==> src/rtl/alu_bist_driver.sv <==
// alu_bist_driver: BIST initiator driving LFSR vectors into the ALU and checking AluOut/Zero against a golden model.
// Latency: one vector per cycle, each compared one cycle after drive; done pulses the cycle after the last compare.
// Backpressure: none; start is edge-detected and only honoured in IDLE. `ALU_BIST_CORNER_EN adds 24 directed corner vectors first.
module alu_bist_driver #(
  parameter int unsigned N_VECTORS = 256,
  parameter logic [31:0] SEED      = 32'hACE12345,
  parameter int unsigned ERR_W     = 16
) (
  input  logic             clk,
  input  logic             reset,
  input  logic             start,
  output logic             busy,
  output logic             done,
  output logic             pass,
  output logic [ERR_W-1:0] err_count,
  output logic [15:0]      first_fail,
  output logic [3:0]       AluCon,
  output logic [31:0]      A,
  output logic [31:0]      B,
  input  logic [31:0]      AluOut,
  input  logic             Zero
);

  localparam logic [31:0]      TAPS     = 32'h80200003;
  localparam logic [31:0]      SEED_EFF = (SEED == 32'd0) ? 32'd1 : SEED;
  localparam logic [ERR_W-1:0] ERR_MAX  = '1;
`ifdef ALU_BIST_CORNER_EN
  localparam int unsigned N_DIR = 24;
  // One extra index bit so N_VECTORS+24 vectors always fit.
  localparam int unsigned IDX_W = 17;
`else
  localparam int unsigned N_DIR = 0;
  localparam int unsigned IDX_W = 16;
`endif
  localparam logic [IDX_W-1:0] LAST_IDX = IDX_W'(N_VECTORS + N_DIR - 1);

  typedef enum logic [1:0] {S_IDLE, S_RUN, S_DONE} state_t;

  function automatic logic [3:0] op_code(input logic [2:0] op);
    case (op)
      3'd0:    op_code = 4'b0000;  // AND
      3'd1:    op_code = 4'b0001;  // OR
      3'd2:    op_code = 4'b0010;  // ADD
      3'd3:    op_code = 4'b0110;  // SUB
      3'd4:    op_code = 4'b0111;  // SLT
      default: op_code = 4'b1100;  // NOR
    endcase
  endfunction

  function automatic logic [31:0] lfsr_step(input logic [31:0] l);
    lfsr_step = (l >> 1) ^ (l[0] ? TAPS : 32'd0);
  endfunction

  function automatic logic [31:0] mix_b(input logic [31:0] l);
    mix_b = {l[15:0], l[31:16]} ^ 32'h5A5A5A5A;
  endfunction

  function automatic logic [31:0] golden(input logic [3:0] c, input logic [31:0] a, input logic [31:0] b);
    case (c)
      4'b0000: golden = a & b;
      4'b0001: golden = a | b;
      4'b0010: golden = a + b;
      4'b0110: golden = a - b;
      4'b0111: golden = {31'd0, ($signed(a) < $signed(b))};
      4'b1100: golden = ~(a | b);
      default: golden = 32'd0;
    endcase
  endfunction

`ifdef ALU_BIST_CORNER_EN
  function automatic logic [31:0] corner_a(input logic [1:0] p);
    case (p)
      2'd0:    corner_a = 32'h00000000;
      2'd1:    corner_a = 32'hFFFFFFFF;
      2'd2:    corner_a = 32'h80000000;
      default: corner_a = 32'h7FFFFFFF;
    endcase
  endfunction

  function automatic logic [31:0] corner_b(input logic [1:0] p);
    case (p)
      2'd0:    corner_b = 32'h00000000;
      2'd1:    corner_b = 32'h00000001;
      2'd2:    corner_b = 32'h7FFFFFFF;
      default: corner_b = 32'h80000000;
    endcase
  endfunction

  logic       dir_q, dir_d;
  logic [1:0] pair_q, pair_d;
`endif

  state_t           state_q, state_d;
  logic [31:0]      lfsr_q, lfsr_d;
  logic [IDX_W-1:0] idx_q, idx_d;
  logic [2:0]       op_q, op_d;
  logic [3:0]       con_q, con_d;
  logic [31:0]      a_q, a_d;
  logic [31:0]      b_q, b_d;
  logic [ERR_W-1:0] err_q, err_d;
  logic [15:0]      ff_q, ff_d;
  logic             pass_q, pass_d;
  logic             start_q;

  logic             start_rise;
  logic [31:0]      exp_res;
  logic             mismatch;
  logic [ERR_W-1:0] err_nxt;
  logic [2:0]       op_nxt;
  logic [31:0]      lfsr_nxt;

  assign start_rise = start & ~start_q;
  assign op_nxt     = (op_q == 3'd5) ? 3'd0 : op_q + 3'd1;
  assign lfsr_nxt   = lfsr_step(lfsr_q);

  // Golden compare of the ALU's response to the currently registered vector.
  always_comb begin
    exp_res  = golden(con_q, a_q, b_q);
    mismatch = (AluOut != exp_res) || (Zero != (exp_res == 32'd0));
    err_nxt  = err_q;
    if (mismatch && (err_q != ERR_MAX)) begin
      err_nxt = err_q + ERR_W'(1);
    end
  end

  // Next-state and vector generation for the IDLE/RUN/DONE sequencer.
  always_comb begin
    state_d = state_q;
    lfsr_d  = lfsr_q;
    idx_d   = idx_q;
    op_d    = op_q;
    con_d   = con_q;
    a_d     = a_q;
    b_d     = b_q;
    err_d   = err_q;
    ff_d    = ff_q;
    pass_d  = pass_q;
`ifdef ALU_BIST_CORNER_EN
    dir_d   = dir_q;
    pair_d  = pair_q;
`endif
    case (state_q)
      S_IDLE: begin
        if (start_rise) begin
          lfsr_d  = SEED_EFF;
          idx_d   = '0;
          op_d    = 3'd0;
          con_d   = op_code(3'd0);
          err_d   = '0;
          ff_d    = 16'hFFFF;
          pass_d  = 1'b0;
          state_d = S_RUN;
`ifdef ALU_BIST_CORNER_EN
          dir_d   = 1'b1;
          pair_d  = 2'd0;
          a_d     = corner_a(2'd0);
          b_d     = corner_b(2'd0);
`else
          a_d     = SEED_EFF;
          b_d     = mix_b(SEED_EFF);
`endif
        end
      end
      S_RUN: begin
        err_d = err_nxt;
        if (mismatch && (ff_q == 16'hFFFF)) begin
          ff_d = idx_q[15:0];
        end
        if (idx_q == LAST_IDX) begin
          pass_d  = (err_nxt == '0);
          state_d = S_DONE;
        end else begin
          idx_d = idx_q + IDX_W'(1);
`ifdef ALU_BIST_CORNER_EN
          if (dir_q) begin
            if (pair_q == 2'd3) begin
              pair_d = 2'd0;
              if (op_q == 3'd5) begin
                // Directed phase over: first random vector uses the unadvanced seed.
                dir_d = 1'b0;
                op_d  = 3'd0;
                a_d   = lfsr_q;
                b_d   = mix_b(lfsr_q);
              end else begin
                op_d = op_q + 3'd1;
                a_d  = corner_a(2'd0);
                b_d  = corner_b(2'd0);
              end
            end else begin
              pair_d = pair_q + 2'd1;
              a_d    = corner_a(pair_q + 2'd1);
              b_d    = corner_b(pair_q + 2'd1);
            end
          end else begin
            op_d   = op_nxt;
            lfsr_d = lfsr_nxt;
            a_d    = lfsr_nxt;
            b_d    = mix_b(lfsr_nxt);
          end
`else
          op_d   = op_nxt;
          lfsr_d = lfsr_nxt;
          a_d    = lfsr_nxt;
          b_d    = mix_b(lfsr_nxt);
`endif
          con_d = op_code(op_d);
        end
      end
      S_DONE: begin
        state_d = S_IDLE;
      end
      default: begin
        state_d = S_IDLE;
      end
    endcase
  end

  // State and vector registers with synchronous reset.
  always_ff @(posedge clk) begin
    if (reset) begin
      state_q <= S_IDLE;
      lfsr_q  <= '0;
      idx_q   <= '0;
      op_q    <= '0;
      con_q   <= 4'b0000;
      a_q     <= '0;
      b_q     <= '0;
      err_q   <= '0;
      ff_q    <= 16'hFFFF;
      pass_q  <= 1'b0;
      start_q <= 1'b0;
`ifdef ALU_BIST_CORNER_EN
      dir_q   <= 1'b0;
      pair_q  <= 2'd0;
`endif
    end else begin
      state_q <= state_d;
      lfsr_q  <= lfsr_d;
      idx_q   <= idx_d;
      op_q    <= op_d;
      con_q   <= con_d;
      a_q     <= a_d;
      b_q     <= b_d;
      err_q   <= err_d;
      ff_q    <= ff_d;
      pass_q  <= pass_d;
      start_q <= start;
`ifdef ALU_BIST_CORNER_EN
      dir_q   <= dir_d;
      pair_q  <= pair_d;
`endif
    end
  end

  assign busy       = (state_q == S_RUN);
  assign done       = (state_q == S_DONE);
  assign pass       = pass_q;
  assign err_count  = err_q;
  assign first_fail = ff_q;
  assign AluCon     = con_q;
  assign A          = a_q;
  assign B          = b_q;

endmodule

==> config.mk <==
export PLATFORM = sky130hd
export DESIGN_NAME = alu_bist_driver
export DESIGN_NICKNAME = d
export VERILOG_FILES = /design/src/rtl/alu_bist_driver.sv
export SDC_FILE = /design/constraint.sdc
export NUM_CORES = 1
export LEC_CHECK = 0
export ABC_AREA = 1
export CAP_MARGIN = 0
export CORE_MARGIN = 2
export CORE_UTILIZATION = 50
export DETAILED_ROUTE_END_ITERATION = 10
export PLACE_DENSITY_LB_ADDON = 0.12
export SLEW_MARGIN = 0
export SYNTH_ARGS = -nofsm -noshare
export SYNTH_HDL_FRONTEND = slang
export SYNTH_SLANG_ARGS = --single-unit
==> constraint.sdc <==
create_clock -name clk -period 3.59 [get_ports clk]
set_input_delay 0.718 -clock clk [delete_from_list [all_inputs] [get_ports clk]]
set_output_delay 0.718 -clock clk [all_outputs]
set_load 0.005 [all_outputs]
==> flow_metrics.tcl <==
set metrics [dict create \
    hp-start "first_fail[3]$_SDFFE_PP1P_" \
    finalHoldViolCount 0 \
    routed_wl_um 56400 \
    rrSetupSlack_ps -500 \
    syn_area_per_cell_um2 5.57 \
    antenna_found_initial 0 \
    clock_skew_ps 17.7 \
    crit_arrival_ps 4370 \
    ys_types 46 \
    rsz0062_at_grt "true" \
    synth_top_area_share_pct 20.5 \
    slowest_delay_ps 350 \
    holdPathStages 2 \
    ios 139 \
    fill_cells 1829 \
    layout-drive-gt1-share_pct 27.0 \
    reg2reg_to "pass$_SDFFE_PP0P_" \
    swShare_pct 43.8 \
    nets 2670 \
    antenna_cells 0 \
    overflow 0 \
    dp_slack_ps -748 \
    cp_max_fo 6 \
    dieHeight_um 156 \
    min_period_over_period_pct 114 \
    die_w_um 156 \
    clock.fmax_mhz 245 \
    io_buffers 138 \
    combPwrFrac_pct 58.1 \
    yosys_warnings 0 \
    gp_congestion 1.10 \
    antenna_left 0 \
    clk_latency_ps 370 \
    numCtsBuffers 9 \
    cp-start-kind "flop" \
    slew-limit-headroom_pct 29.0 \
    initial_utilization_pct 51.1 \
    die-area_um2 24400 \
    pwr-share-clk_pct 18.7 \
    multi_input_area_um2 8720 \
    routedWlPerCell_um 19.9 \
    first_pass_iters 8 \
    reg2reg_depth 29 \
    r2r_start "A[26]$_SDFFE_PP0P_" \
    drt-initial-drc-count 1623 \
    hp-class "flop to flop" \
    crit_path_frequent_cell "nand2_1" \
    root_buffer "clkbuf_16" \
    htree_levels 3 \
    synth.area.top_cells "nand2_1, dfxtp_1, inv_1" \
    remaining_drc_errors 0 \
    p_sw_mw 2.50 \
    route.vias.total 16400 \
    regArea_um2 2160 \
    ys_ff_latch 107 \
    peakVddDrop_v 0.000392 \
    finalCriticalPeriod_ps 4090 \
    postSynthCellCount 2083 \
    powerDensity_nw_per_um2 328 \
    cp.required_ps 3880 \
    rows 55 \
    ys_seq_area_share_pct 18.5 \
    cts.sinks 107 \
    failed_checks "setup timing" \
    yosysTopAreaCell "nand2_1" \
    grt_pass1_vias 15200 \
    track_usage_pct 42.8 \
    power_frac_seq_pct 23.3 \
    syn-num-nets 2203 \
    slew_viol_final 0 \
    dp_hpwl_um 43100 \
    leakage_nw 8.93 \
    internal_power_mw 3.22 \
    synthesis.area_um2 11600 \
    grt_first_pass_wirelength_um 80800 \
    synthToLayoutAreaGrowth_pct 50.4 \
    core_region_area_um2 22700 \
    layout_common_cells "nand2_1, buf_4, inv_1, nor2_1, nand3_1" \
    worstSetupPathType "flop to flop" \
    clockBufferDepth 2 \
    outcome "complete, but fails checks" \
    final.setup.worst_slack_ps -496 \
    cts_hold_buf 0 \
    maxCapViolCount 0 \
    end_kind "flop" \
    cts_tree "yes" \
    grt_max_degree 51 \
    utilization_pct 76.8 \
    vias_per_cell 5.78 \
    setup_violations 30 \
    critPathSlowestCell "dfxtp_1" \
    mostFrequentLayoutCell "nand2_1" \
    path_clk_slew_ps 80 \
    hold-path-endpoint "first_fail[3]$_SDFFE_PP1P_" \
    tightest_slew_ps 1060 \
]
==> registers in the layout (all words and copies together) (netlist names) <==
signal,cells
A,31
AluCon,4
B,17
err_count,16
first_fail,16
idx_q,16
op_q,3
pass,1
start_q,1
state_q,2
==> through the flow <==
step	setup TNS [ps]	hold slack, ps	cell area, um2	std cells	total power, mW
floorplan	0	439	11600	2083	2.72
global placement	-14410	455	15800	2807	4.13
detailed placement	-18320	469	15800	2807	4.17
CTS	-171	491	16900	2833	5.44
global route	-14770	512	17400	2840	5.97
finish	-6510	494	17400	2840	5.72
==> timing repair <==
item,4_1_cts,5_1_grt
gates resized for setup,171,156
pin swaps,36,66
hold endpoints to repair,0,0
endpoints found under the setup margin,33,34
setup buffers,9,6
gates cloned,1,2
==> worst max-delay path by stage <==
stage | slack, ps | startpoint | depth (start not counted) | end
3_3_place_gp | -630 | A[0]$_SDFFE_PP0P_ | 31 | pass$_SDFFE_PP0P_
5_1_grt | -820 | A[13]$_SDFFE_PP0P_ | 29 | pass$_SDFFE_PP0P_
6_report | -500 | A[26]$_SDFFE_PP0P_ | 29 | pass$_SDFFE_PP0P_
4_1_cts | -90 | A[16]$_SDFFE_PP0P_ | 32 | pass$_SDFFE_PP0P_
2_1_floorplan | 260 | A[0]$_SDFFE_PP0P_ | 31 | pass$_SDFFE_PP0P_
3_5_place_dp | -750 | A[0]$_SDFFE_PP0P_ | 28 | pass$_SDFFE_PP0P_
==> power by group through the flow <==
stage	registers, mW	logic [mW]	clock network (mW)
floorplan	1.37	1.35	0
global placement	1.34	2.80	0
detailed placement	1.34	2.83	0
CTS	1.32	3.07	1.06
global route	1.34	3.52	1.11
finish	1.33	3.32	1.07
==> routing by layer <==
metal	routed length (um)	share of wire, %	GRT usage, %
met1	20900	37	51.3
met2	24500	43	69.9
met3	5610	9.9	6.67
met4	5370	9.5	30.5
met5	0	0	0
==> cells by family (layout without fill, tap and decap cells) <==
| logic type | count (synthesis) | in the layout | share of synthesized area (%) |
|---|---|---|---|
| XOR/XNOR | 15 | 15 | 1.13 |
| flip-flops | 107 | 107 | 18.5 |
| AO/OA/AOI/OAI | 224 | 224 | 11.7 |
| adder cells (fa/ha/maj) | 84 | 84 | 9.19 |
| AND/OR/NAND/NOR | 1209 | 1209 | 43.7 |
| buffers and inverters | 444 | 916 | 15.8 |
==> area by class of cell <==
| cell class | instances | share of cell area, % |
|---|---|---|
| Inverter | 366 | 7.93 |
| Clock inverter | 7 | 0.552 |
| Tap cell | 285 | 2.04 |
| Clock buffer | 9 | 1.29 |
| Timing Repair Buffer | 534 | 25.8 |
| Multi-Input combinational cell | 1532 | 50.0 |
| Sequential cell | 107 | 12.4 |
==> synth_stat cells, drive strengths merged <==
library cell	instances
nand2	638
inv	366
nor2	254
nand3	229
dfxtp	107
ha	82
a21oi	81
o21ai	69
buf	59
nand4	40
nor3	30
a221oi	22
a211oi	20
clkbuf	19
xor2	12
o21a	9
o32ai	8
o21bai	6
nand3b	5
nor4	5
o22ai	5
and2	3
xnor2	3
fa	2
nor3b	2
or2	2
a311oi	1
a31oi	1
a32o	1
nor2b	1
o31ai	1
==> critical path: cells and delay by family (launching register included) <==
| family | cells | cell delay [ps] |
|---|---|---|
| adders and majority gates | 1 | 270 |
| and+or+nand+nor | 21 | 2440 |
| DFF | 1 | 350 |
| AOI/OAI and AO/OA | 2 | 270 |
| buffers and inverters | 5 | 660 |
Note: power is estimated with default switching activity, not from simulation.
